**src/rtl/inst_mem_pipelined.sv**
```systemverilog
// Instruction memory with a pipelined synchronous read, valid/ready
// handshakes, flush on redirect, a runtime word loader and fault reporting.
module inst_mem_pipelined #(
    parameter int          ADDR_W       = 64,
    parameter int          DEPTH_WORDS  = 64,
    parameter int          READ_LATENCY = 1,
    parameter logic [31:0] INIT_WORD    = 32'h00000013
) (
    input  logic              clk,
    input  logic              reset,
    input  logic              Req_Valid,
    output logic              Req_Ready,
    input  logic [ADDR_W-1:0] Inst_Address,
    output logic              Resp_Valid,
    input  logic              Resp_Ready,
    output logic [31:0]       Instruction,
    output logic [ADDR_W-1:0] Resp_Address,
    output logic [1:0]        Fault,
    input  logic              Flush,
    input  logic              Load_En,
    input  logic [ADDR_W-1:0] Load_Address,
    input  logic [31:0]       Load_Data
);

    localparam int IDX_W = (DEPTH_WORDS > 1) ? $clog2(DEPTH_WORDS) : 1;
    localparam int LAST  = READ_LATENCY - 1;
    localparam logic [ADDR_W-1:0] SPAN = ADDR_W'(DEPTH_WORDS * 4);

    // Power-on image only; reset leaves the contents alone.
    logic [31:0] mem [DEPTH_WORDS] = '{default: INIT_WORD};

    logic              v [READ_LATENCY];
    logic [ADDR_W-1:0] a [READ_LATENCY];
    logic [31:0]       d [READ_LATENCY];
    logic [1:0]        f [READ_LATENCY];

    logic        adv;
    logic        accept;
    logic        load_ok;
    logic [1:0]  req_fault;
    logic [31:0] req_data;

    assign adv       = !v[LAST] || Resp_Ready;
    assign Req_Ready = adv && !Load_En && !Flush;
    assign accept    = Req_Valid && Req_Ready;

    assign req_fault = {Inst_Address >= SPAN, Inst_Address[1:0] != 2'b00};
    assign req_data  = (req_fault == 2'b00)
                     ? mem[Inst_Address[IDX_W+1:2]]
                     : INIT_WORD;

    assign load_ok = Load_En && (Load_Address < SPAN);

    always_ff @(posedge clk) begin
        if (load_ok) begin
            mem[Load_Address[IDX_W+1:2]] <= Load_Data;
        end
    end

    // Flush wins over a stall so a redirect never waits on the consumer.
    always_ff @(posedge clk or negedge reset) begin
        if (!reset) begin
            for (int i = 0; i < READ_LATENCY; i++) begin
                v[i] <= 1'b0;
                a[i] <= '0;
                d[i] <= '0;
                f[i] <= '0;
            end
        end else if (Flush) begin
            for (int i = 0; i < READ_LATENCY; i++) begin
                v[i] <= 1'b0;
            end
        end else if (adv) begin
            v[0] <= accept;
            if (accept) begin
                a[0] <= Inst_Address;
                d[0] <= req_data;
                f[0] <= req_fault;
            end
            for (int i = 1; i < READ_LATENCY; i++) begin
                v[i] <= v[i-1];
                a[i] <= a[i-1];
                d[i] <= d[i-1];
                f[i] <= f[i-1];
            end
        end
    end

    assign Resp_Valid   = v[LAST];
    assign Instruction  = d[LAST];
    assign Resp_Address = a[LAST];
    assign Fault        = f[LAST];

endmodule

```
**config.mk**
```make
export PLATFORM = sky130hd
export DESIGN_NAME = inst_mem_pipelined
export DESIGN_NICKNAME = d
export VERILOG_FILES = /design/src/rtl/inst_mem_pipelined.sv
export SDC_FILE = /design/constraint.sdc
export NUM_CORES = 2
export LEC_CHECK = 0
export BUFFER_PORTS_ARGS = -buffer_cell sky130_fd_sc_hd__clkbuf_2
export CELL_PAD_IN_SITES_DETAIL_PLACEMENT = 0
export CELL_PAD_IN_SITES_GLOBAL_PLACEMENT = 2
export CORE_ASPECT_RATIO = 1.2
export CORE_UTILIZATION = 53
export DETAILED_ROUTE_END_ITERATION = 8
export PLACE_DENSITY = 0.85
export SLEW_MARGIN = 5
export SYNTH_ARGS = -nofsm -noshare
export SYNTH_HDL_FRONTEND = slang
export SYNTH_SLANG_ARGS = --single-unit
```
**constraint.sdc**
```tcl
create_clock -name clk -period 4.5 [get_ports clk]
set_input_delay 0.9 -clock clk [delete_from_list [all_inputs] [get_ports clk]]
set_output_delay 0.9 -clock clk [all_outputs]
set_load 0.01 [all_outputs]
```
# After elaboration in Yosys (flattened, before gate mapping)
# Memory sizes are Yosys's and may differ from the RTL's.
# Cells that the tools add are included.
# op_classes
order_cmp,2
mux,5
bitwise,1
reduce_logical,12
# ops
cell,count
$ge 64x9->1 const B,1
$lt 64x9->1 const B,1
$mux 32,1
$logic_and 1x1->1,4
$mux 1,4
$reduce_bool 2->1,2
$logic_not 1->1,3
$reduce_and 3->1,1
$logic_not 2->1,1
$logic_or 1x1->1,1
$not 1->1,1
# totals
register_bits,99
ram_bits,2048
inputBits,166
output_inout_bits,100
n_memories,1
# memory_table
memory,depth,width,read_ports,rd_ports_with_merged_regs,wr,line,source
mem,64,32,1,0,1,30,logic [31:0] mem [DEPTH_WORDS] = '{default: INIT_WORD};

# Depth between registers and ports, before layout
# depth
ltp_word,7
mapped_depth,12

# Worst setup path before layout
# OpenSTA, ideal clock, no wires.
# synth_path
path_kind,input port to flip-flop
startpoint,input Load_Address[53]
endpoint,memory mem[58][0] (enable)
setup_time_ns,0.421
arrival_ns,3.616
t_required_ns,4.079
slack_ns,0.463
stages,6
n_path_buf,0
path_cell_list,nor4b_1 > nand4_1 > nor4_2 > nor2b_1 > nand3b_1 > nor2_1
# synth_via
elab_chain_cells,4
# synth_rtl
item,line,source
from (decl),21,"input logic [ADDR_W-1:0] Load_Address,"
$lt 64x9->1,52,assign load_ok = Load_En && (Load_Address < SPAN);
$logic_and 1x1->1,52,
$mux 1,55,if (load_ok) begin
$mux 1 (not written as such),56,mem[Load_Address[IDX_W+1:2]] <= Load_Data;
to (decl),30,
# Every way passes these cells.

# Final worst setup path
# layout_path
startpoint,input Inst_Address[16]
endpoint,register d (netlist bit Instruction[7])
# layout_via
elab_chain_cells,3
# layout_rtl
item,line,source
from (decl),13,"input logic [ADDR_W-1:0] Inst_Address,"
$ge 64x9->1,47,"assign req_fault = {Inst_Address >= SPAN, Inst_Address[1:0] != 2'b00};"
$logic_not 2->1,48,assign req_data = (req_fault == 2'b00)
$mux 32,49,? mem[Inst_Address[IDX_W+1:2]]
"to (signal, indexed assignment)",83,d[i] <= d[i-1];
to (decl),34,logic [31:0] d [READ_LATENCY];
# Every way passes these cells.
# A chain may end at the register's enable or synchronous reset.

==> results.md <==
* CTS root buf: clkbuf_16
* Filler Cells Inserted at 10,600
* Register area at 64,000 um2
* Register area share after synthesis at 77.6%
* Highest routed metal layer: met5
* Leakage at 0.0308 uW
* Cts repair resizes at 0
* Clock Tree Buf Depth at 3
* Critical path fanouts, max at 7
* DRC Markers at 0
* Clock-pin slew on the worst setup and hold paths at 60 ps
* Outcome: finished clean
* Area contributors post-synth: edfxtp_1 75%, mux4_2 12%, dfrtp_1 3.0%
* # setup viols final at 0
* Port Buf Inserts at 263
* CP Class: in2reg
* Slew HR at 14.9%
* All-Layer GR Usage at 29.5%
* Cell row count at 158
* Initial cell density of the core at 53.4%
* Dominant cell type by area after synthesis: edfxtp_1
* Worst VDD drop at 0.305 mV
* Final hold violations at 0
* Hold Path Class: in2async
* Post-Syn Area at 82,400 um2
* Final Slew Violations at 0
* Routed wl met3 at 23,200 um
* Clock sink total at 2,147
* RSZ-0062 raised after global routing: no
* Combinational share of power at 5.1%
* Main synth FF type: edfxtp_1
* Syn nets at 4,096
* Fin Hold WS at 146 ps
* Cell variety after synth at 60
* Multi-input logic area at 17,600 um2
* Switch Pwr at 8710 uW
* CP startpoint kind: input port
* NumNets Final at 4,542
* Tcrit/Tclk final at 68.1%
* CORE AREA at 154,000 um2
* Met1 Wirelength at 82,500 um
* Die area at 157,000 um2
* Area Growth Syn to Fin at 14.4%
* Gpl congestion at 0.819
* Sw frac at 21.6%
* Fmax at 326 MHz
* Vias/cell at 6.54
* Internal power at 31,500 uW
* First-pass GRT wire length at 321,000 um
* Layout Cells excl Fill at 6,620
* Setup TNS at 0 ps
* Final min period at 3070 ps
* Flop pwr share at 54.8%
* Setup Buffers After CTS at 0
* Post-synth EDFFs at 2,048
* Max Cap Viol at 0
* Cell count after synthesis at 3,930
* Drt total wl at 230,000 um
* TritonRoute pass-1 iters at 5
* Num CTS Buffers at 192
* Share of layout cells above drive strength 1 at 28.4%
* Kind of end point of the critical path: flop
* Die width at 362 um
* Commonest non-fill, non-tap cell in the layout: edfxtp_1
* CTS tree: done
* Iter 0 DRT Violations at 5,320
* Initial antenna violation count at 9
* Die height at 434 um
* Synth Warn # at 0
* Final HPWL DP at 132,000 um
* H-Tree Level Count at 4
* Crit path required time at 5290 ps
* Worst-margin pin slew at 1280 ps
* Cts hold-fix bufs at 0
* Power Dens Cells at 427 nW/um2
* Syn avg cell area at 21.0 um2
* I/O pin count at 266
* Async set or reset register ratio after synthesis at 4.61%
* Drt wl/cell at 34.7 um
* Met2 WL at 114,000 um
* Placed cell count at 6,262
* Clk_lat worst skew at 860 ps
* Antenna Nets Post-Route at 0
* Seq cells post-synth at 2,147
* Commonest non-fill, non-tap cells in the layout: 2,048 x edfxtp_1, 441 x mux4_2, 273 x nand2_1
* GRT Residual Overflow at 0
* Vias in the first global route at 42,800
* Post-synth top area share at 74.6%
* Via Count at 43,300
* Clock power frac at 40.1%
* Total power draw at 40,200 uW
* Critical Path AT at 3860 ps
* Clk_skew at 62.9 ps
* Largest net degree at the start of global routing at 97
[state kept, by name, summed over array words and instances, names as in the netlist]
signal        cells
Instruction      32
Resp_Valid        1
Resp_Address     64
Fault             2
mem            2048
[cells by family (layout without fill, tap and decap cells)]
logic type / count (synthesis) / after routing / synth area share (%)
muxes: 629 / 629 / 14.5
AOI/OAI and AO/OA: 361 / 361 / 3.15
DFF: 2147 / 2147 / 77.6
and+or+nand+nor: 562 / 562 / 3.08
buffers and inverters: 231 / 839 / 1.64
other: 0 / 2 / 0
[power by group through the flow]
stage	combinational, uW	clock, uW	sequential, uW
finish	2070	16100	22000
detailed placement	2070	0	22500
floorplan	1050	0	22500
CTS	2070	16300	22000
global placement	2030	0	22500
global route	2190	17000	22000
[critical path, stage by stage]
cell	delay [ps]
clkbuf_2	90
nor4_1	490
nand4_1	190
nor3_1	390
nand3_1	780
buf_4	480
a311oi_1	320
a22o_1	190
[cells in the mapped netlist (all sizes together), types with 8 or more instances]
master   instances
dfrtp           99
a31oi            9
nand2          273
a21oi           40
nor2           102
nand2b          10
a22oi          108
edfxtp        2048
o22ai           33
nand4           24
nor2b           19
and2             9
a2111oi          9
buf            150
mux2i          167
nor3            20
o21ai           41
mux4           449
nor4            31
a211oi          21
a221oi          24
mux2            13
clkbuf          73
o221ai           8
a22o            42
nand3           42
[worst paths after layout]
check                      slack, ps  cells past startpoint             start               end
max                             1430                      8  Inst_Address[16]    Instruction[7]
min                              150                      1             reset   Resp_Address[8]
max reg2reg                     1750                      7        Resp_Valid    Instruction[7]
min reg2reg                      470                      2   Instruction[27]   Instruction[27]
max in group asynchronous       3400                      2             reset   Instruction[20]
min in group clk                 260                      3  Inst_Address[16]  Resp_Address[16]
[metal layers]
metal / global-route usage, % / up-vias
met2: 48.9 / 2612
met3: 6.29 / 483
li1: - / 17300
met1: 38.2 / 22900
met5: 0 / -
met4: 12.3 / 16
[area by class of cell]
cell class	count	area share, %
Antenna cell	2	0.00531
Clock buffer	255	5.56
Clock inverter	101	1.05
Inverter	8	0.0318
Multi-Input combinational cell	1552	18.7
Sequential cell	2147	67.8
Tap cell	2080	2.76
Timing Repair Buffer	475	4.09
[metrics by stage]
stage	utilization (%)	worst slack, ps	cell area, um2
after floorplan	-	463	82400
final	61.1	1430	94300
after global placement	57.1	591	88100
after global routing	61.1	1220	94300
after CTS	61.1	1430	94300
after detailed placement	57.1	529	88100
No activity file was read; power rests on OpenSTA's default activity.
